### config.mk
export PLATFORM = sky130hd
export DESIGN_NAME = ed25519_sign_driver
export DESIGN_NICKNAME = d
export VERILOG_FILES = /design/src/rtl/ed25519_sign_driver.sv
export SDC_FILE = /design/constraint.sdc
export NUM_CORES = 2
export LEC_CHECK = 0
export CAP_MARGIN = 30
export CORE_AREA = 2 2 727 729
export DETAILED_ROUTE_END_ITERATION = 8
export DIE_AREA = 0 0 729 731
export MAX_ROUTING_LAYER = met4
export PLACE_DENSITY_LB_ADDON = 0.12
export SETUP_SLACK_MARGIN = 0.2
export SLEW_MARGIN = 20
export SYNTH_ARGS = -nofsm -noshare
export SYNTH_HDL_FRONTEND = slang
export SYNTH_SLANG_ARGS = --single-unit
### constraint.sdc
create_clock -name clk -period 63.9 [get_ports clk]
set_input_delay 12.78 -clock clk [delete_from_list [all_inputs] [get_ports clk]]
set_output_delay 12.78 -clock clk [all_outputs]
set_load 0.02 [all_outputs]
### src/rtl/ed25519_sign_driver.sv
// Host-side initiator for ed25519_sign_S_core: word-wise operand load, handshake, result/latency readback.
// Optional ED25519_DRV_KEY_BYTESWAP_EN presents the key operand byte-reversed to the core.
module ed25519_sign_driver #(
    parameter int CNT_W = 32
) (
    input  logic         clk,
    input  logic         rst,
    input  logic         wr_en,
    input  logic [1:0]   wr_sel,
    input  logic [3:0]   wr_addr,
    input  logic [31:0]  wr_data,
    input  logic         start,
    input  logic         ack,
    output logic         busy,
    output logic         done,
    input  logic [3:0]   rd_addr,
    output logic [31:0]  rd_data,
    output logic         core_ena,
    input  logic         core_ready,
    input  logic         core_comp_done,
    output logic [511:0] hashd_key,
    output logic [511:0] hashd_ram,
    output logic [511:0] hashd_sm,
    input  logic [255:0] core_S
);

    localparam logic [1:0] S_IDLE  = 2'd0;
    localparam logic [1:0] S_ISSUE = 2'd1;
    localparam logic [1:0] S_RUN   = 2'd2;
    localparam logic [1:0] S_DONE  = 2'd3;

    logic [1:0]       state;
    logic [511:0]     key_r;
    logic [511:0]     ram_r;
    logic [511:0]     sm_r;
    logic [255:0]     s_r;
    logic [CNT_W-1:0] cnt;
    logic             wr_ok;
    logic [8:0]       wr_lo;
    logic [31:0]      cnt_w;

    assign busy  = (state == S_ISSUE) || (state == S_RUN);
    assign wr_ok = wr_en && ((state == S_IDLE) || (state == S_DONE));
    assign wr_lo = {wr_addr, 5'd0};
    assign cnt_w = 32'(cnt);

    always_ff @(posedge clk or posedge rst) begin
        if (rst) begin
            key_r <= '0;
            ram_r <= '0;
            sm_r  <= '0;
        end else if (wr_ok) begin
            case (wr_sel)
                2'd0:    key_r[wr_lo +: 32] <= wr_data;
                2'd1:    ram_r[wr_lo +: 32] <= wr_data;
                2'd2:    sm_r[wr_lo +: 32]  <= wr_data;
                default: ;
            endcase
        end
    end

    always_ff @(posedge clk or posedge rst) begin
        if (rst) begin
            state    <= S_IDLE;
            core_ena <= 1'b0;
            done     <= 1'b0;
            s_r      <= '0;
            cnt      <= '0;
        end else begin
            case (state)
                S_IDLE: begin
                    if (start) begin
                        state    <= S_ISSUE;
                        core_ena <= 1'b1;
                    end
                end
                S_ISSUE: begin
                    if (core_ready) begin
                        state    <= S_RUN;
                        core_ena <= 1'b0;
                        cnt      <= '0;
                    end
                end
                S_RUN: begin
                    // The completion edge itself is counted, hence the increment is unconditional here.
                    if (cnt != '1) begin
                        cnt <= cnt + 1'b1;
                    end
                    if (core_comp_done) begin
                        state <= S_DONE;
                        s_r   <= core_S;
                        done  <= 1'b1;
                    end
                end
                S_DONE: begin
                    if (start) begin
                        state    <= S_ISSUE;
                        core_ena <= 1'b1;
                        done     <= 1'b0;
                    end else if (ack) begin
                        state <= S_IDLE;
                        done  <= 1'b0;
                    end
                end
                default: state <= S_IDLE;
            endcase
        end
    end

    always_comb begin
        rd_data = '0;
        if (!rd_addr[3]) begin
            rd_data = s_r[{rd_addr[2:0], 5'd0} +: 32];
        end else if (rd_addr == 4'd8) begin
            rd_data = cnt_w;
        end
    end

    assign hashd_ram = ram_r;
    assign hashd_sm  = sm_r;

`ifdef ED25519_DRV_KEY_BYTESWAP_EN
    always_comb begin
        hashd_key = '0;
        for (int unsigned i = 0; i < 64; i++) begin
            hashd_key[8*(63-i) +: 8] = key_r[8*i +: 8];
        end
    end
`else
    assign hashd_key = key_r;
`endif

endmodule

==> flow_summary.html <==
<table>
<tr><th>Metric</th><th>Value</th></tr>
<tr><th colspan="2">Final layout</th></tr>
<tr><td>Multi-input combinational cell area</td><td>between 20000 and 25000 sq um</td></tr>
<tr><td>Sequential Area</td><td>around 46000 sq um</td></tr>
<tr><td>Count of placed standard cells in the final layout, fillers left out</td><td>approximately 14000</td></tr>
<tr><td>Share of cells above drive strength 1</td><td>0.2431</td></tr>
<tr><td>Synthesis-to-layout area growth</td><td>51.08%</td></tr>
<tr><td>Non-Filler Cell Area, Final</td><td>about 110000 sq um</td></tr>
<tr><td>Layout fillers</td><td>around 57000</td></tr>
<tr><td>End-of-flow core utilization</td><td>0.2028</td></tr>
<tr><td>Number of nets in the final layout</td><td>~7500</td></tr>
<tr><th colspan="2">Floorplan</th></tr>
<tr><td>Die W</td><td>between 700 and 800 microns</td></tr>
<tr><td>Io pins</td><td>1876</td></tr>
<tr><td>Number of core rows</td><td>~270</td></tr>
<tr><td>Total Die Area</td><td>532900 sq um</td></tr>
<tr><td>Area of the placeable core</td><td>526200 sq um</td></tr>
<tr><td>Initial cell density of the core</td><td>0.1342</td></tr>
<tr><td>Overall die height</td><td>between 700 and 800 microns</td></tr>
<tr><th colspan="2">Clock network</th></tr>
<tr><td>Clock root cell</td><td>clkbuf_16</td></tr>
<tr><td>Clk sinks</td><td>between 1500 and 2000</td></tr>
<tr><td>Post-CTS Setup Bufs</td><td>0</td></tr>
<tr><td>Clock transition time at the flip-flop clock pins of the worst setup and hold paths</td><td>0.05 ns</td></tr>
<tr><td>Hold-fix buffers at CTS</td><td>0</td></tr>
<tr><td>CTS H-tree depth</td><td>4</td></tr>
<tr><td>Later-pin clock latency in the skew report</td><td>roughly 1 ns</td></tr>
<tr><td>Clock tree from TritonCTS</td><td>done</td></tr>
<tr><td>CTS resizes</td><td>0</td></tr>
<tr><td>Longest Clk Path Bufs</td><td>4</td></tr>
<tr><td>CTS Buf Count</td><td>about 250</td></tr>
<tr><th colspan="2">Critical path</th></tr>
<tr><td>Critical path endpoint category</td><td>output port</td></tr>
<tr><td>Nature of the critical path startpoint</td><td>input port</td></tr>
<tr><td>Data arrival, critical path</td><td>around 16 ns</td></tr>
<tr><td>Required time of the critical path</td><td>roughly 51 ns</td></tr>
<tr><td>Critical path peak fanout</td><td>27</td></tr>
<tr><td>Depth of the most critical reg-to-reg path</td><td>8</td></tr>
<tr><td>Critical path class</td><td>input port to output port</td></tr>
<tr><th colspan="2">Timing</th></tr>
<tr><td>Count of final setup violators</td><td>0</td></tr>
<tr><td>Slew margin rel.</td><td>0.2639</td></tr>
<tr><td>Crit path time final</td><td>about 29 ns</td></tr>
<tr><td>Setup TNS after final layout</td><td>0 ns</td></tr>
<tr><td>Final number of max-transition violations</td><td>0</td></tr>
<tr><td>Worst-margin pin slew</td><td>1.104 ns</td></tr>
<tr><td>Setup repair after global routing missed its margin</td><td>false</td></tr>
<tr><td>Peak Freq</td><td>between 30 and 40 MHz</td></tr>
<tr><td>Final hold violation count</td><td>0</td></tr>
<tr><td>Final Cycle Share</td><td>0.4539</td></tr>
<tr><td>Final worst clock skew</td><td>around 0.18 ns</td></tr>
<tr><th colspan="2">Logic synthesis</th></tr>
<tr><td>Number of nets in the synthesized netlist</td><td>5644</td></tr>
<tr><td>Share of the yosys chip area belonging to registers</td><td>0.6477</td></tr>
<tr><td>Number of enable flip-flop cells after synthesis</td><td>0</td></tr>
<tr><td>Number of instances in the synthesized netlist</td><td>about 5300</td></tr>
<tr><td>Cell with the most instances after synthesis</td><td>dfrtp_1</td></tr>
<tr><td>Flip-flop and latch count after synthesis</td><td>1828</td></tr>
<tr><td>Syn. warnings</td><td>0</td></tr>
<tr><td>Library cells used by synthesis</td><td>64</td></tr>
<tr><td>Yosys top cell area share</td><td>0.6477</td></tr>
<tr><td>Async SR Flop Fraction</td><td>1.000</td></tr>
<tr><td>Leading post-synthesis cells by instance count</td><td>1828 x dfrtp_1, 1093 x mux2_2, 849 x nand2_1</td></tr>
<tr><td>Post-synthesis cell area</td><td>slightly above 70000 sq um</td></tr>
<tr><td>Top cells by area in the synthesized netlist</td><td>dfrtp_1 65%, mux2_2 17%, o21ai_0 4.9%</td></tr>
<tr><td>Dominant synthesized flop cell</td><td>dfrtp_1</td></tr>
<tr><td>Mean area per synthesized cell</td><td>roughly 13 sq um</td></tr>
<tr><td>Largest area contributor in the netlist</td><td>dfrtp_1</td></tr>
<tr><th colspan="2">Placement</th></tr>
<tr><td>Standard cell area after detailed placement</td><td>between 90000 and 100000 sq um</td></tr>
<tr><td>Final HPWL from detailed placement</td><td>348500 microns</td></tr>
<tr><td>I/O Buffers</td><td>roughly 1900</td></tr>
<tr><td>DP Cell Count</td><td>13925</td></tr>
<tr><td>Weighted congestion reported at the end of routability-driven placement</td><td>a little over 0.8</td></tr>
<tr><th colspan="2">Routing</th></tr>
<tr><td>Via count normalized by instance count</td><td>between 3 and 4</td></tr>
<tr><td>Total wire length</td><td>around 460000 microns</td></tr>
<tr><td>Number of detailed-route iterations in the first pass</td><td>6</td></tr>
<tr><td>Wire per inst</td><td>between 30 and 40 microns</td></tr>
<tr><td>Total number of vias</td><td>between 50000 and 60000</td></tr>
<tr><td>Detailed-route DRC error count</td><td>0</td></tr>
<tr><td>Detailed router's first-iteration violation count</td><td>between 2000 and 3000</td></tr>
<tr><td>Antenna viol nets, final</td><td>0</td></tr>
<tr><th colspan="2">Hold path</th></tr>
<tr><td>Hold Path Depth</td><td>2</td></tr>
<tr><td>Type of the worst min-delay path</td><td>flip-flop to flip-flop</td></tr>
<tr><th colspan="2">Power and ir drop</th></tr>
<tr><td>Sum of internal, switching and leakage power</td><td>3.915 mW</td></tr>
<tr><td>PD cells</td><td>36.69 nW/um^2</td></tr>
<tr><td>Maximum resistive drop on vdd</td><td>0.02594 mV</td></tr>
<tr><td>Static leakage</td><td>approximately 46 nW</td></tr>
<tr><th colspan="2">GRT</th></tr>
<tr><td>Pin count of the biggest net entering global routing</td><td>~150</td></tr>
<tr><td>Global-route wire length before repair</td><td>roughly 600000 microns</td></tr>
<tr><td>GRT Util Overall</td><td>0.1711</td></tr>
<tr><td>Antenna violations before repair</td><td>approximately 130</td></tr>
<tr><td>Via count of the first global-routing pass</td><td>~54000</td></tr>
<tr><td>GRT overflow</td><td>0</td></tr>
<tr><th colspan="2">Run status</th></tr>
<tr><td>Outcome</td><td>finished clean</td></tr>
<tr><th colspan="2">Flow run</th></tr>
<tr><td>Max capacitance violation total</td><td>0</td></tr>
</table>
## critical path, cell delays in order
cell and delay (ns):
buf_4 0.31, buf_4 0.56, buf_4 0.58, mux4_2 0.35
mux2i_1 0.07, o21ai_0 0.63, clkdlybuf4s50_1 0.83
## path summary, 6_finish.rpt
kind / startpoint / end / slack (ns)
setup / recovery: rd_addr[0] / rd_data[27] / 34.90
hold / removal: hashd_ram[249] / hashd_ram[249] / 0.48
setup reg to reg: state[0] / s_r[138] / 60.09
hold reg to reg: hashd_ram[249] / hashd_ram[249] / 0.48
max in group asynchronous: rst / hashd_ram[325] / 47.00
min in group asynchronous: rst / hashd_sm[492] / 12.24
## state kept, by name (all words and copies together) (netlist names)
register / count
s_r: 256
hashd_sm: 512
hashd_ram: 512
state: 2
done: 1
cnt: 32
hashd_key: 512
core_ena: 1
## cells by family after synthesis
family / Yosys count / synth area share
flip-flops: 1828 / 0.6477
adder cells (fa/ha/maj): 9 / 0.001595
XOR/XNOR: 3 / 0.0004784
AND/OR/NAND/NOR: 1063 / 0.06364
AO/OA/AOI/OAI: 783 / 0.05823
buffers and inverters: 425 / 0.02438
multiplexers: 1219 / 0.2040
## stage by stage
stage | setup WS, ns | hold WS, ns
after global placement | 34.85 | 0.4635
after detailed placement | 34.77 | 0.4693
final | 34.90 | 0.4753
after global routing | 34.63 | 0.4936
after CTS | 34.78 | 0.4820
after floorplan | 25.76 | 0.4739
## power by group
group | internal (mW) | switching, mW
clock | 0.862 | 0.591
sequential | 1.36 | 0.123
combinational | 0.438 | 0.538
total | 2.66 | 1.25
## routing by layer
| metal | GRT usage | vias to the layer above | routed length, microns |
|---|---|---|---|
| met3 | 0.05638 | 450 | 40630 |
| met2 | 0.2928 | 1915 | 229000 |
| met1 | 0.1898 | 27124 | 174400 |
| li1 | - | 22335 | - |
| met5 | - | - | 0 |
| met4 | 0.04841 | 0 | 15290 |
## layout by cell type, fill, tap and decap left out, types with 10 or more instances in the layout
master / n
bufinv_16: 20
clkbuf_8: 62
clkinv_2: 46
nand3_1: 48
buf_2: 13
clkbuf_16: 248
nand2_2: 11
mux2_1: 28
and3_1: 43
o21ai_0: 692
a211o_1: 10
mux4_2: 64
mux2_2: 1093
dfrtp_1: 1828
nor2_1: 16
mux2i_1: 34
nand2_1: 827
clkdlybuf4s50_1: 1838
buf_4: 152
nand4_1: 30
diode_2: 62
o21ai_1: 28
clkbuf_1: 51
nand2_4: 11
nor3_1: 15
a21o_1: 10
buf_16: 18
## area by class of cell
class,count,share of cell area
Antenna cell,62,0.001454
Clock buffer,361,0.06795
Clock inverter,82,0.01028
Inverter,10,0.0003870
Multi-Input combinational cell,3077,0.2199
Sequential cell,1828,0.4287
Tap cell,6994,0.08201
Timing Repair Buffer,2026,0.1893
Note: power is estimated with default switching activity, not from simulation.
